File: config.mk
export PLATFORM = sky130hd
export DESIGN_NAME = keypad_debounce_encoder_flat
export DESIGN_NICKNAME = d
export VERILOG_FILES = /design/src/rtl/keypad_debounce_encoder_if.sv /design/src/rtl/keypad_debounce_encoder.sv /design/src/flat_wrapper.sv
export SDC_FILE = /design/constraint.sdc
export NUM_CORES = 1
export LEC_CHECK = 0
export CAP_MARGIN = 15
export CORE_MARGIN = 2
export CORE_UTILIZATION = 50
export CTS_CLUSTER_SIZE = 28
export DETAILED_ROUTE_END_ITERATION = 10
export HOLD_SLACK_MARGIN = 0.02
export MAX_ROUTING_LAYER = met4
export PLACE_DENSITY = 0.76
export SLEW_MARGIN = 20
export SYNTH_ARGS = -nofsm -noshare
export SYNTH_HDL_FRONTEND = slang
export SYNTH_SLANG_ARGS = --single-unit
File: constraint.sdc
create_clock -name clk -period 1.9 [get_ports clk]
set_input_delay 0.475 -clock clk [delete_from_list [all_inputs] [get_ports clk]]
set_output_delay 0.475 -clock clk [all_outputs]
set_load 0.05 [all_outputs]
File: src/rtl/keypad_debounce_encoder_if.sv
// Key-entry bundle between the raw numpad lines and the debounce/encode block.
interface keypad_debounce_encoder_if;
  logic       enable;
  logic [9:0] keypad;
  logic [3:0] bcd;
  logic       numpad_pressed;
  logic       key_strobe;
  logic       multi_key;

  modport master (output enable, keypad,
                  input  bcd, numpad_pressed, key_strobe, multi_key);
  modport slave  (input  enable, keypad,
                  output bcd, numpad_pressed, key_strobe, multi_key);
endinterface

File: src/rtl/keypad_debounce_encoder.sv
// Debounces ten digit-key lines, encodes the held key to BCD and strobes once per press.
// Optional KEYPAD_SYNC_EN inserts a 2-flop synchronizer on every key line.
module keypad_debounce_encoder #(
  parameter int DEBOUNCE_CYCLES = 4
) (
  input  logic                      clk,
  input  logic                      rst,
  keypad_debounce_encoder_if.slave  kif
);
  localparam logic [7:0] DC = 8'(DEBOUNCE_CYCLES);

  typedef enum logic [1:0] {IDLE, DB_PRESS, PRESSED, DB_RELEASE} state_t;

  state_t     state, state_d;
  logic [7:0] cnt, cnt_d, cnt_inc;
  logic [3:0] cand, cand_d;
  logic [3:0] bcd_q, bcd_d;
  logic       strobe_q, strobe_d;
  logic       multi_q;
  logic [9:0] s;
  logic [3:0] ones, idx;
  logic       single, held;

`ifdef KEYPAD_SYNC_EN
  logic [9:0] sync1, sync2;
  always_ff @(posedge clk or posedge rst) begin
    if (rst) begin
      sync1 <= '0;
      sync2 <= '0;
    end else begin
      sync1 <= kif.keypad;
      sync2 <= sync1;
    end
  end
  assign s = sync2;
`else
  assign s = kif.keypad;
`endif

  // Population count plus index of the (last) set bit; idx is only meaningful when single.
  always_comb begin
    ones = '0;
    idx  = '0;
    for (int i = 0; i < 10; i++) begin
      ones = ones + {3'b000, s[i]};
      if (s[i]) idx = 4'(i);
    end
  end

  assign single  = (ones == 4'd1);
  assign held    = s[cand];
  assign cnt_inc = cnt + 8'd1;

  always_ff @(posedge clk or posedge rst) begin
    if (rst) begin
      state    <= IDLE;
      cnt      <= '0;
      cand     <= '0;
      bcd_q    <= '0;
      strobe_q <= 1'b0;
      multi_q  <= 1'b0;
    end else begin
      state    <= state_d;
      cnt      <= cnt_d;
      cand     <= cand_d;
      bcd_q    <= bcd_d;
      strobe_q <= strobe_d;
      multi_q  <= (ones > 4'd1);
    end
  end

  always_comb begin
    state_d  = state;
    cnt_d    = cnt;
    cand_d   = cand;
    bcd_d    = bcd_q;
    strobe_d = 1'b0;
    unique case (state)
      IDLE: begin
        if (kif.enable && single) begin
          cand_d  = idx;
          cnt_d   = 8'd1;
          state_d = DB_PRESS;
        end
      end
      DB_PRESS: begin
        if (!kif.enable || !single || idx != cand) begin
          cnt_d   = '0;
          state_d = IDLE;
        end else if (cnt_inc == DC) begin
          // Counter is left at DC-1; it is reloaded on the next debounce anyway.
          bcd_d    = cand;
          strobe_d = 1'b1;
          state_d  = PRESSED;
        end else begin
          cnt_d = cnt_inc;
        end
      end
      PRESSED: begin
        if (!held) begin
          cnt_d   = 8'd1;
          state_d = DB_RELEASE;
        end
      end
      DB_RELEASE: begin
        if (held) begin
          cnt_d   = '0;
          state_d = PRESSED;
        end else if (cnt_inc == DC) begin
          state_d = IDLE;
        end else begin
          cnt_d = cnt_inc;
        end
      end
      default: state_d = IDLE;
    endcase
  end

  assign kif.bcd            = bcd_q;
  assign kif.key_strobe     = strobe_q;
  assign kif.multi_key      = multi_q;
  assign kif.numpad_pressed = (state == PRESSED) || (state == DB_RELEASE);
endmodule

File: src/flat_wrapper.sv
// flat-port wrapper written by rule: the top's interface ports become plain ports
module keypad_debounce_encoder_flat 
#(
  parameter int DEBOUNCE_CYCLES = 4
)
  (clk, rst, kif_enable, kif_keypad, kif_bcd, kif_numpad_pressed, kif_key_strobe, kif_multi_key);
  keypad_debounce_encoder_if kif_i ();
  input  logic clk;
  input  logic rst;
  input wire logic [$bits(kif_i.enable)-1:0] kif_enable;
  input wire logic [$bits(kif_i.keypad)-1:0] kif_keypad;
  output wire logic [$bits(kif_i.bcd)-1:0] kif_bcd;
  output wire logic [$bits(kif_i.numpad_pressed)-1:0] kif_numpad_pressed;
  output wire logic [$bits(kif_i.key_strobe)-1:0] kif_key_strobe;
  output wire logic [$bits(kif_i.multi_key)-1:0] kif_multi_key;
  assign kif_i.enable = kif_enable;
  assign kif_i.keypad = kif_keypad;
  assign kif_bcd = kif_i.bcd;
  assign kif_numpad_pressed = kif_i.numpad_pressed;
  assign kif_key_strobe = kif_i.key_strobe;
  assign kif_multi_key = kif_i.multi_key;
  keypad_debounce_encoder #(.DEBOUNCE_CYCLES(DEBOUNCE_CYCLES)) u_core (.clk(clk), .rst(rst), .kif(kif_i));
endmodule
## After elaboration in Yosys (flattened, before gate mapping)

Index checks and enable logic that the tools add are counted.

- Bitwise operators: 1
- Reductions and logical operators: 11
- $lt $le $gt $ge: 2
- Add/subtract/negate cells: 10
- Muxes and demuxes: 27
- Equality and inequality tests: 10

Operators by type and width:

| cell | count |
|---|---|
| $mux 8 | 5 |
| $add 4x1->4 | 8 |
| $pmux 8 s4 | 1 |
| $mux 2 | 8 |
| $mux 3 | 4 |
| $add 8x1->8 const B | 1 |
| $eq 8x3->1 const B | 1 |
| $mux 4 | 2 |
| $pmux 2 s4 | 1 |
| $ne 3x1->1 const B | 2 |
| $lt 4x5->1 const B | 1 |
| $mux 1 | 5 |
| $bmux 1 s4 | 1 |
| $eq 2x2->1 const B | 2 |
| $eq 4x1->1 const B | 1 |
| $gt 4x1->1 const B | 1 |
| $ne 4x4->1 | 1 |
| $reduce_and 2->1 | 2 |
| $reduce_and 4->1 | 1 |
| $logic_or 1x1->1 | 3 |
| $reduce_and 3->1 | 1 |
| $add 1x1->2 | 1 |
| $eq 2x1->1 const B | 1 |
| $logic_not 1->1 | 2 |
| 5 further kinds | 5 |

- Output and inout port bits: 7
- Flip-flop bits (word level): 20

## Logic depth before layout (Yosys ltp)

Gate-level depths: netlist of run 1.

- Depth in word-level cells: 15
- Mapped depth: 15
- Mapped depth without buffers: 14

## Worst setup path before layout of run 1

Ideal clock, no wire load.

- Path type: input -> register
- From: input kif_keypad[0]
- To: register u_core.bcd_q[3] (netlist: u_core.kif.bcd[3])
- Cell stages on the path: 14
- Arrival time: 4.462 ns
- Setup time: 0.128 ns
- Setup slack: -2.689 ns
- Cell sequence: ha_1 > inv_1 > fa_1 > fa_1 > fa_1 > fa_1 > inv_1 > fa_1 > nor4_1 > a31oi_1 > or2_2 > a2111o_1 > nand3b_4 > mux2_1

- Cells in the longest elaborated chain, start to end: 15

Ends and longest elaborated chain:

| item | RTL line | source |
|---|---|---|
| start: declaration | flat_wrapper.sv:11 | `input wire logic [$bits(kif_i.keypad)-1:0] kif_keypad;` |
| $add 1x1->2 | keypad_debounce_encoder.sv:45 | `ones = ones + {3'b000, s[i]};` |
| $add 4x1->4 (8 in a row) | keypad_debounce_encoder.sv:45 |  |
| $eq 4x1->1 | keypad_debounce_encoder.sv:50 | `assign single = (ones == 4'd1);` |
| $logic_not 1->1 | keypad_debounce_encoder.sv:87 | `if (!kif.enable \|\| !single \|\| idx != cand) begin` |
| $logic_or 1x1->1 (2 in a row) | keypad_debounce_encoder.sv:87 |  |
| $not 1->1 (no source line) | -- |  |
| $reduce_and 3->1 (no source line) | -- |  |
| end signal: assignment | keypad_debounce_encoder.sv:59 | `bcd_q <= '0;` |
| end signal: assignment | keypad_debounce_encoder.sv:66 | `bcd_q <= bcd_d;` |
| end: declaration | keypad_debounce_encoder.sv:17 | `logic [3:0] bcd_q, bcd_d;` |

No other way between the ends.
A chain may end at the register's enable or synchronous reset.

## Final worst setup path of run 1

- From: input kif_keypad[1]
- To: register u_core.cnt[5]

- Cells in the longest elaborated chain, start to end: 15

Ends and longest elaborated chain:

| item | RTL line | source |
|---|---|---|
| $add 1x1->2 | keypad_debounce_encoder.sv:45 |  |
| $add 4x1->4 (8 in a row) | keypad_debounce_encoder.sv:45 |  |
| $eq 4x1->1 | keypad_debounce_encoder.sv:50 |  |
| $logic_not 1->1 | keypad_debounce_encoder.sv:87 |  |
| $logic_or 1x1->1 (2 in a row) | keypad_debounce_encoder.sv:87 |  |
| $mux 8 | keypad_debounce_encoder.sv:87 |  |
| $pmux 8 s4 | keypad_debounce_encoder.sv:78 | `unique case (state)` |
| end signal: assignment | keypad_debounce_encoder.sv:64 | `cnt <= cnt_d;` |
| end: declaration | keypad_debounce_encoder.sv:15 | `logic [7:0] cnt, cnt_d, cnt_inc;` |

Parallel ways exist; a longest one is shown, timed or not. The select of a mux whose other input is x is not followed.

==> out/qor.txt, run 1 <==
==================================================================================
Beginning of the worst register-to-register path .................... u_core.cand[0]
RSZ-0062 raised after global routing ................................         true
Core area ...........................................................  0.00308 mm²
Final worst setup slack .............................................     -2.52 ns
Via count ...........................................................         1547
Critical register-to-register path endpoint ......................... u_core.cnt[5]
Signed area change from the synthesized netlist to the final layout .        42.0%
Number of flops mapped to enable cells by yosys .....................            0
Share of async-settable or async-resettable flops after synthesis ...         100%
Depth of the worst register-to-register path ........................            8
Total negative setup slack ..........................................    -46.68 ns
Vertical die dimension ..............................................      61.1 µm
Worst slew margin ...................................................        75.6%
Mapped Avg Cell Area ................................................     9.88 µm²
Average wire per cell in the routed design ..........................      17.1 µm
# Max-Cap Violations ................................................            0
Leakage power .......................................................   0.00108 µW
Total nets after synthesis ..........................................          190
H-tree depth ........................................................            1
Fill cell instance count of the final layout ........................          207
Dpl cells ...........................................................          261
Data required time of the worst path ................................      2.14 ns
Post-Syn Area .......................................................  0.00163 mm²
Global placement routability congestion .............................        0.930
Initial antenna violation count .....................................            0
CTS Buffer Depth ....................................................            2
Max VDD drop ........................................................     0.629 mV
Final count of pins violating max slew ..............................            0
Largest net degree at the start of global routing ...................           21
Number of synthesized register bits .................................           20
Sequential cell area fraction in the yosys report ...................        30.7%
Post-synthesis cell count ...........................................          165
Max Clock Freq ......................................................    0.226 GHz
Arrival time of the worst setup path ................................      4.66 ns
Remaining Overflow, GRT .............................................            0
Post-synth cell types ...............................................           52
Final antenna diode count ...........................................            0
Dominant register cell in the synthesized netlist ................... sky130_fd_sc_hd__dfrtp_1
Least-Margin Pin Slew ...............................................     0.363 ns
Maximum net fanout on the critical path .............................            3
Sink Count ..........................................................           20
Vias in the first global route ......................................         1665
Routed WL ...........................................................      4.59 mm
Finish-stage setup viols ............................................           20
Fin Clk Skew ........................................................   0.00285 ns
DRC violation count after routing ...................................            0
DIE AREA ............................................................  0.00373 mm²
Wire length of the first global-routing pass ........................      7.71 mm
Violations in the final reports ..................................... negative setup slack
Number of nets with antenna violations after routing ................            0
Initial detailed-routing violation count ............................           60
Clk_lat worst skew ..................................................      0.30 ns
Outcome ............................................................. finished, violations left
Minimum setup slack among reg-to-reg paths ..........................     -0.33 ns
Share of final-layout standard cells stronger than drive strength 1 .        40.4%
Crit. Startpoint .................................................... kif_keypad[1]
Vias per cell .......................................................         5.75
Initial Utilization .................................................        53.0%
Number of endpoints with negative hold slack in the final report ....            0
Worst setup EP type .................................................     register
Flip-flop and latch area ............................................      500 µm²
Final worst path period need ........................................      4.42 ns
Final-stage net count ...............................................          251
Total iterations of the first detailed-routing run ..................            4
Count of buffers from port buffering ................................           19
Floorplan row count .................................................           20
CTS clock-pin slew for the worst setup and hold paths ...............      0.11 ns
CTS buffer count ....................................................            3
CTS tree ............................................................        built
Clock tree root buffer cell ......................................... sky130_fd_sc_hd__clkbuf_4
Half-perimeter wire length of the detailed placement result .........      3.48 mm
Chip Width ..........................................................      61.1 µm
CP Capture Point .................................................... u_core.cnt[5]
Critical Setup Path Class ........................................... input port to register
Share of the cycle needed by the critical path after routing ........         233%
Hold Path Class ..................................................... input port to asynchronous set/reset pin
# IOs ...............................................................           20
Cell Pwr Density ....................................................   774 mW/mm²
Critical Path Source Type ...........................................   input port
Footprint of the multi-input gates ..................................  0.00113 mm²
Yosys warning total .................................................            0
GR Util All Layers ..................................................        29.0%
Number of standard cells in the layout, taps in and fillers out .....          269
==================================================================================
## cells in the mapped netlist (2+ instances only)
| cell type | instances | share of area, % |
|---|---|---|
| sky130_fd_sc_hd__a211oi_1 | 3 | 1.4 |
| sky130_fd_sc_hd__inv_1 | 15 | 3.5 |
| sky130_fd_sc_hd__fa_1 | 6 | 7.4 |
| sky130_fd_sc_hd__mux4_1 | 2 | 3.2 |
| sky130_fd_sc_hd__clkbuf_1 | 3 | 0.69 |
| sky130_fd_sc_hd__ha_1 | 6 | 4.6 |
| sky130_fd_sc_hd__nand2_1 | 11 | 2.5 |
| sky130_fd_sc_hd__nand2b_1 | 5 | 1.9 |
| sky130_fd_sc_hd__o211ai_1 | 3 | 1.4 |
| sky130_fd_sc_hd__nand3_1 | 7 | 2.1 |
| sky130_fd_sc_hd__a2111o_1 | 2 | 1.4 |
| sky130_fd_sc_hd__nand3b_1 | 2 | 0.92 |
| sky130_fd_sc_hd__nor4_1 | 4 | 1.5 |
| sky130_fd_sc_hd__and2_1 | 2 | 0.77 |
| sky130_fd_sc_hd__or3_1 | 2 | 0.77 |
| sky130_fd_sc_hd__o311a_1 | 2 | 1.2 |
| sky130_fd_sc_hd__mux2_2 | 6 | 4.1 |
| sky130_fd_sc_hd__a22o_1 | 2 | 1.1 |
| sky130_fd_sc_hd__nor2b_1 | 2 | 0.77 |
| sky130_fd_sc_hd__nor2_1 | 11 | 2.5 |
| sky130_fd_sc_hd__o21ai_0 | 7 | 2.1 |
| sky130_fd_sc_hd__a31oi_1 | 3 | 1.2 |
| sky130_fd_sc_hd__a221o_1 | 3 | 1.8 |
| sky130_fd_sc_hd__dfrtp_1 | 20 | 31 |
| sky130_fd_sc_hd__a21oi_1 | 4 | 1.2 |
| sky130_fd_sc_hd__nor3_1 | 4 | 1.2 |
| sky130_fd_sc_hd__or2_2 | 3 | 1.2 |
## worst min path at each step
| stage | from | to | cells after the start |
|---|---|---|---|
| 2_1_floorplan | rst | u_core.cand[0] | 1 |
| 3_3_place_gp | u_core.kif.bcd[3] | u_core.kif.bcd[3] | 1 |
| 3_5_place_dp | u_core.kif.bcd[1] | u_core.kif.bcd[1] | 1 |
| 4_1_cts | rst | u_core.cnt[2] | 3 |
| 5_1_grt | rst | u_core.cand[2] | 3 |
| 6_report | rst | u_core.cnt[5] | 3 |
## routing by layer
layer	GRT usage (%)	share of wire (%)	vias to the layer above
li1	-	-	722
met1	35.6	43	765
met2	48.6	52	54
met3	5.25	4.6	6
met4	8.70	1.1	0
met5	-	0	-
## critical path, cell delays in order
cell	delay [ns]
sky130_fd_sc_hd__buf_6	0.10
sky130_fd_sc_hd__ha_4	0.25
sky130_fd_sc_hd__inv_2	0.03
sky130_fd_sc_hd__fa_1	0.45
sky130_fd_sc_hd__fa_1	0.51
sky130_fd_sc_hd__fa_1	0.43
sky130_fd_sc_hd__fa_2	0.35
sky130_fd_sc_hd__inv_2	0.06
sky130_fd_sc_hd__fa_1	0.43
sky130_fd_sc_hd__nor4_2	0.17
sky130_fd_sc_hd__a31oi_1	0.09
sky130_fd_sc_hd__or2_4	0.27
sky130_fd_sc_hd__a2111o_1	0.40
sky130_fd_sc_hd__buf_4	0.16
sky130_fd_sc_hd__a2111oi_4	0.27
sky130_fd_sc_hd__a311o_1	0.18
## stage by stage
stage                     worst slack [ns]  power [µW]  instance area [µm²]  hold slack (ns)  util (%)
after detailed placement             -3.27        1470                 2170            0.499      70.4
after global routing                 -2.67        1910                 2310            0.536      75.2
after floorplan                      -2.58        1100                 1680            0.439         -
after CTS                            -2.51        1760                 2280            0.491      74.1
after global placement               -3.10        1400                 2170            0.479      70.4
final                                -2.52        1790                 2310            0.492      75.2
## flip-flops by register name, indices dropped and copies added (netlist names)
signal	flops
u_core.kif.multi_key	1
u_core.kif.key_strobe	1
u_core.cand	4
u_core.cnt	8
u_core.kif.bcd	4
u_core.state	2
## report_power, final
part	total (µW)	switching (µW)	leakage (µW)	internal [µW]
clock network	248	131	0.0000210	117
logic	969	474	0.000797	495
registers	575	86.2	0.000265	488
total	1790	691	0.00108	1100
## final cells by class
| type | instances | area share (%) |
|---|---|---|
| inverters | 15 | 2.43 |
| flip-flops and latches | 20 | 21.6 |
| multi-input cells | 124 | 48.9 |
| clock buffers | 4 | 1.57 |
| well taps | 44 | 2.38 |
| repair buffers | 62 | 23.1 |
## cells by family (layout without fill, tap and decap cells)
group / Yosys count / after routing / share of synthesized area [%]
flops: 20 / 20 / 30.7
mux: 11 / 11 / 9.52
simple gates: 64 / 64 / 22.6
compound gates: 37 / 37 / 19.1
fa+ha+maj: 12 / 12 / 12.0
buf+inv: 21 / 81 / 6.14
## layout by cell type (no fill, tap or decap), types with 2 or more instances in the layout
cell                              instances
sky130_fd_sc_hd__or2_2                    2
sky130_fd_sc_hd__dlygate4sd2_1            2
sky130_fd_sc_hd__mux4_1                   2
sky130_fd_sc_hd__dfrtp_1                 20
sky130_fd_sc_hd__a22o_1                   2
sky130_fd_sc_hd__nand3_1                  7
sky130_fd_sc_hd__inv_1                   13
sky130_fd_sc_hd__mux2_2                   4
sky130_fd_sc_hd__a211oi_2                 3
sky130_fd_sc_hd__nor2_4                   2
sky130_fd_sc_hd__o311a_1                  2
sky130_fd_sc_hd__fa_1                     5
sky130_fd_sc_hd__a2111o_1                 2
sky130_fd_sc_hd__mux2_4                   3
sky130_fd_sc_hd__nand2_1                 10
sky130_fd_sc_hd__a21oi_1                  2
sky130_fd_sc_hd__nor3_1                   4
sky130_fd_sc_hd__a21oi_2                  2
sky130_fd_sc_hd__and2_1                   2
sky130_fd_sc_hd__inv_2                    2
sky130_fd_sc_hd__clkdlybuf4s50_1          8
sky130_fd_sc_hd__a31oi_1                  3
sky130_fd_sc_hd__a221o_1                  3
sky130_fd_sc_hd__or3_1                    2
sky130_fd_sc_hd__nor4_1                   3
sky130_fd_sc_hd__o21ai_0                  6
sky130_fd_sc_hd__nor2b_1                  2
sky130_fd_sc_hd__ha_1                     5
sky130_fd_sc_hd__nor2_1                   8
sky130_fd_sc_hd__nand3b_1                 2
sky130_fd_sc_hd__buf_6                    7
sky130_fd_sc_hd__nor2_2                   2
sky130_fd_sc_hd__clkbuf_4                 3
sky130_fd_sc_hd__buf_4                   43
sky130_fd_sc_hd__nand2b_1                 5
sky130_fd_sc_hd__o211ai_1                 3
## what timing repair did
item / in CTS / in global routing
hold buffers: 0 / 0
setup endpoints to repair: 20 / 20
gates resized for setup: 27 / 6
buffers inserted: 3 / 1
pin swaps: 5 / 5
Note: power is estimated with default switching activity, not from simulation.
==> run 2, diff against run 1 <==
==> constraint.sdc (replaced) <==
create_clock -name clk -period 1.9 [get_ports clk]
set_input_delay 0.38 -clock clk [delete_from_list [all_inputs] [get_ports clk]]
set_output_delay 0.38 -clock clk [all_outputs]
set_load 0.05 [all_outputs]
==> out/qor.txt, run 2 (same netlist as run 1, synthesis figures left out) <==
=====================================================================================
Chip Width .............................................................      61.1 µm
Final worst setup slack ................................................     -2.54 ns
Final antenna diode count ..............................................            0
DIE AREA ...............................................................  0.00373 mm²
Final count of pins violating max slew .................................            0
Outcome ................................................................ finished, violations left
Core area ..............................................................  0.00308 mm²
Clk_lat worst skew .....................................................      0.31 ns
Stage delay of the slowest cell on the critical path ...................      0.54 ns
Number of nets with antenna violations after routing ...................            0
Count of buffers from port buffering ...................................           19
Flip-flop and latch area ...............................................      500 µm²
Via count ..............................................................         1579
Leakage power ..........................................................   0.00113 µW
Largest register by flop count .........................................   u_core.cnt
Vias in the first global route .........................................         1583
DRC violation count after routing ......................................            0
CTS Buffer Depth .......................................................            2
Vertical die dimension .................................................      61.1 µm
Cell Pwr Density .......................................................   828 mW/mm²
Max Clock Freq .........................................................    0.225 GHz
Commonest cells after routing, fill and taps aside ..................... sky130_fd_sc_hd__buf_4 (39), sky130_fd_sc_hd__dfrtp_1 (20), sky130_fd_sc_hd__inv_1 (13)
Total iterations of the first detailed-routing run .....................            4
Vias per cell ..........................................................         5.85
CTS buffer count .......................................................            3
H-tree depth ...........................................................            1
Half-perimeter wire length of the detailed placement result ............      3.27 mm
Slowest library cell on the worst path ................................. sky130_fd_sc_hd__fa_1
Initial Utilization ....................................................        53.0%
Sink Count .............................................................           20
Number of endpoints with negative hold slack in the final report .......            0
GR Util All Layers .....................................................        28.0%
Share of final-layout standard cells stronger than drive strength 1 ....        38.5%
Arrival time of the worst setup path ...................................      4.70 ns
Ordered cell list for the critical path ................................ buf_6, ha_4, inv_2, fa_1, fa_1, fa_1, fa_2, inv_2, fa_2, buf_6, nor2_4, a31oi_2, or2_4, a2111o_1, buf_6, a2111oi_4, a311o_1
Finish-stage setup viols ...............................................           20
Clock tree root buffer cell ............................................ sky130_fd_sc_hd__clkbuf_4
Worst setup EP type ....................................................     register
Least-Margin Pin Slew ..................................................     0.510 ns
Floorplan row count ....................................................           20
Largest net degree at the start of global routing ......................           21
Footprint of the multi-input gates .....................................  0.00114 mm²
Maximum net fanout on the critical path ................................            3
Final-stage net count ..................................................          252
Average wire per cell in the routed design .............................      17.5 µm
Critical register-to-register path endpoint ............................ u_core.cnt[3]
# Max-Cap Violations ...................................................            0
CTS clock-pin slew for the worst setup and hold paths ..................      0.11 ns
Dpl cells ..............................................................          261
Hold Path Class ........................................................ input port to asynchronous set/reset pin
CTS tree ...............................................................        built
Remaining Overflow, GRT ................................................            0
Critical Path Source Type ..............................................   input port
Signed area change from the synthesized netlist to the final layout ....        44.1%
Fin Clk Skew ...........................................................   0.00240 ns
Minimum setup slack among reg-to-reg paths .............................     -0.28 ns
# IOs ..................................................................           20
Depth of the worst register-to-register path ...........................            7
Data required time of the worst path ...................................      2.16 ns
Worst slew margin ......................................................        65.9%
Beginning of the worst register-to-register path ....................... u_core.cand[0]
Critical Setup Path Class .............................................. input port to register
Fill cell instance count of the final layout ...........................          211
Max VDD drop ...........................................................     0.618 mV
Violations in the final reports ........................................ negative setup slack
Number of standard cells in the layout, taps in and fillers out ........          270
Wire length of the first global-routing pass ...........................      7.46 mm
Most frequent standard cell in the layout excluding fill and tap cells . sky130_fd_sc_hd__buf_4
Number of buffers inserted by hold repair at cts .......................            0
Share of the cycle needed by the critical path after routing ...........         234%
Routed WL ..............................................................      4.72 mm
Largest register FFs ...................................................            8
RSZ-0062 raised after global routing ...................................         true
Final core occ .........................................................        76.3%
Initial detailed-routing violation count ...............................          147
Final worst path period need ...........................................      4.44 ns
Initial antenna violation count ........................................            0
Final hold slack .......................................................     0.385 ns
Global placement routability congestion ................................        0.935
=====================================================================================
run 2: cell types whose count changed in the layout (fill, tap and decap cells not counted), sizes merged:
cell,change
buf,-5
clkdlybuf4s50,+3
dlymetal6s2s,+3
run 2: how the worst max path moves through the flow:
stage / start / end
CTS: kif_keypad[0] / u_core.kif.bcd[3]
global placement: kif_keypad[0] / u_core.kif.bcd[3]
finish: kif_keypad[0] / u_core.cnt[5]
global route: kif_keypad[0] / u_core.cnt[5]
floorplan: kif_keypad[1] / u_core.kif.bcd[3]
detailed placement: kif_keypad[1] / u_core.cnt[0]
run 2: timing repair:
item / CTS / global route
pin swaps: 11 / 11
endpoints found under the setup margin: 20 / 23
gates resized for setup: 24 / 10
buffers inserted: 3 / 2
hold endpoints to repair: 0 / 0
run 2: layout make-up:
class                   instances  share of cell area [%]
inverters                      15                    2.40
repair buffers                 63                    23.7
flip-flops and latches         20                    21.3
multi-input cells             124                    48.7
clock buffers                   4                    1.55
well taps                      44                    2.34
run 2: power by group:
group	total, µW	internal (µW)	switching [µW]
clock	257	117	140
sequential	577	488	88.8
combinational	1110	568	543
total	1940	1170	772
run 2: critical path, delay by kind of cell:
kind / cells / cell delay, ns
buffers and inverters: 5 / 0.48
adders and majority gates: 6 / 2.53
AOI/OAI and AO/OA: 4 / 0.97
and+or+nand+nor: 2 / 0.33
run 2: metal layers:
metal | track usage, % | vias up | share of wire (%)
met1 | 34.2 | 782 | 42
met2 | 47.7 | 58 | 50
met4 | 7.45 | 0 | 3.3
met3 | 5.04 | 14 | 4.9
met5 | - | - | 0
li1 | - | 725 | -
run 2: metrics by stage:
| step | TNS [ns] | total power, µW | setup WS [ns] | cell area [µm²] |
|---|---|---|---|---|
| 6_report | -47.13 | 1940 | -2.54 | 2350 |
| 5_1_grt | -48.83 | 2060 | -2.65 | 2350 |
| 4_1_cts | -49.19 | 1800 | -2.61 | 2290 |
| 3_5_place_dp | -60.44 | 1470 | -3.18 | 2180 |
| 3_3_place_gp | -57.04 | 1400 | -3.00 | 2180 |
| 2_1_floorplan | -44.88 | 1100 | -2.48 | 1680 |
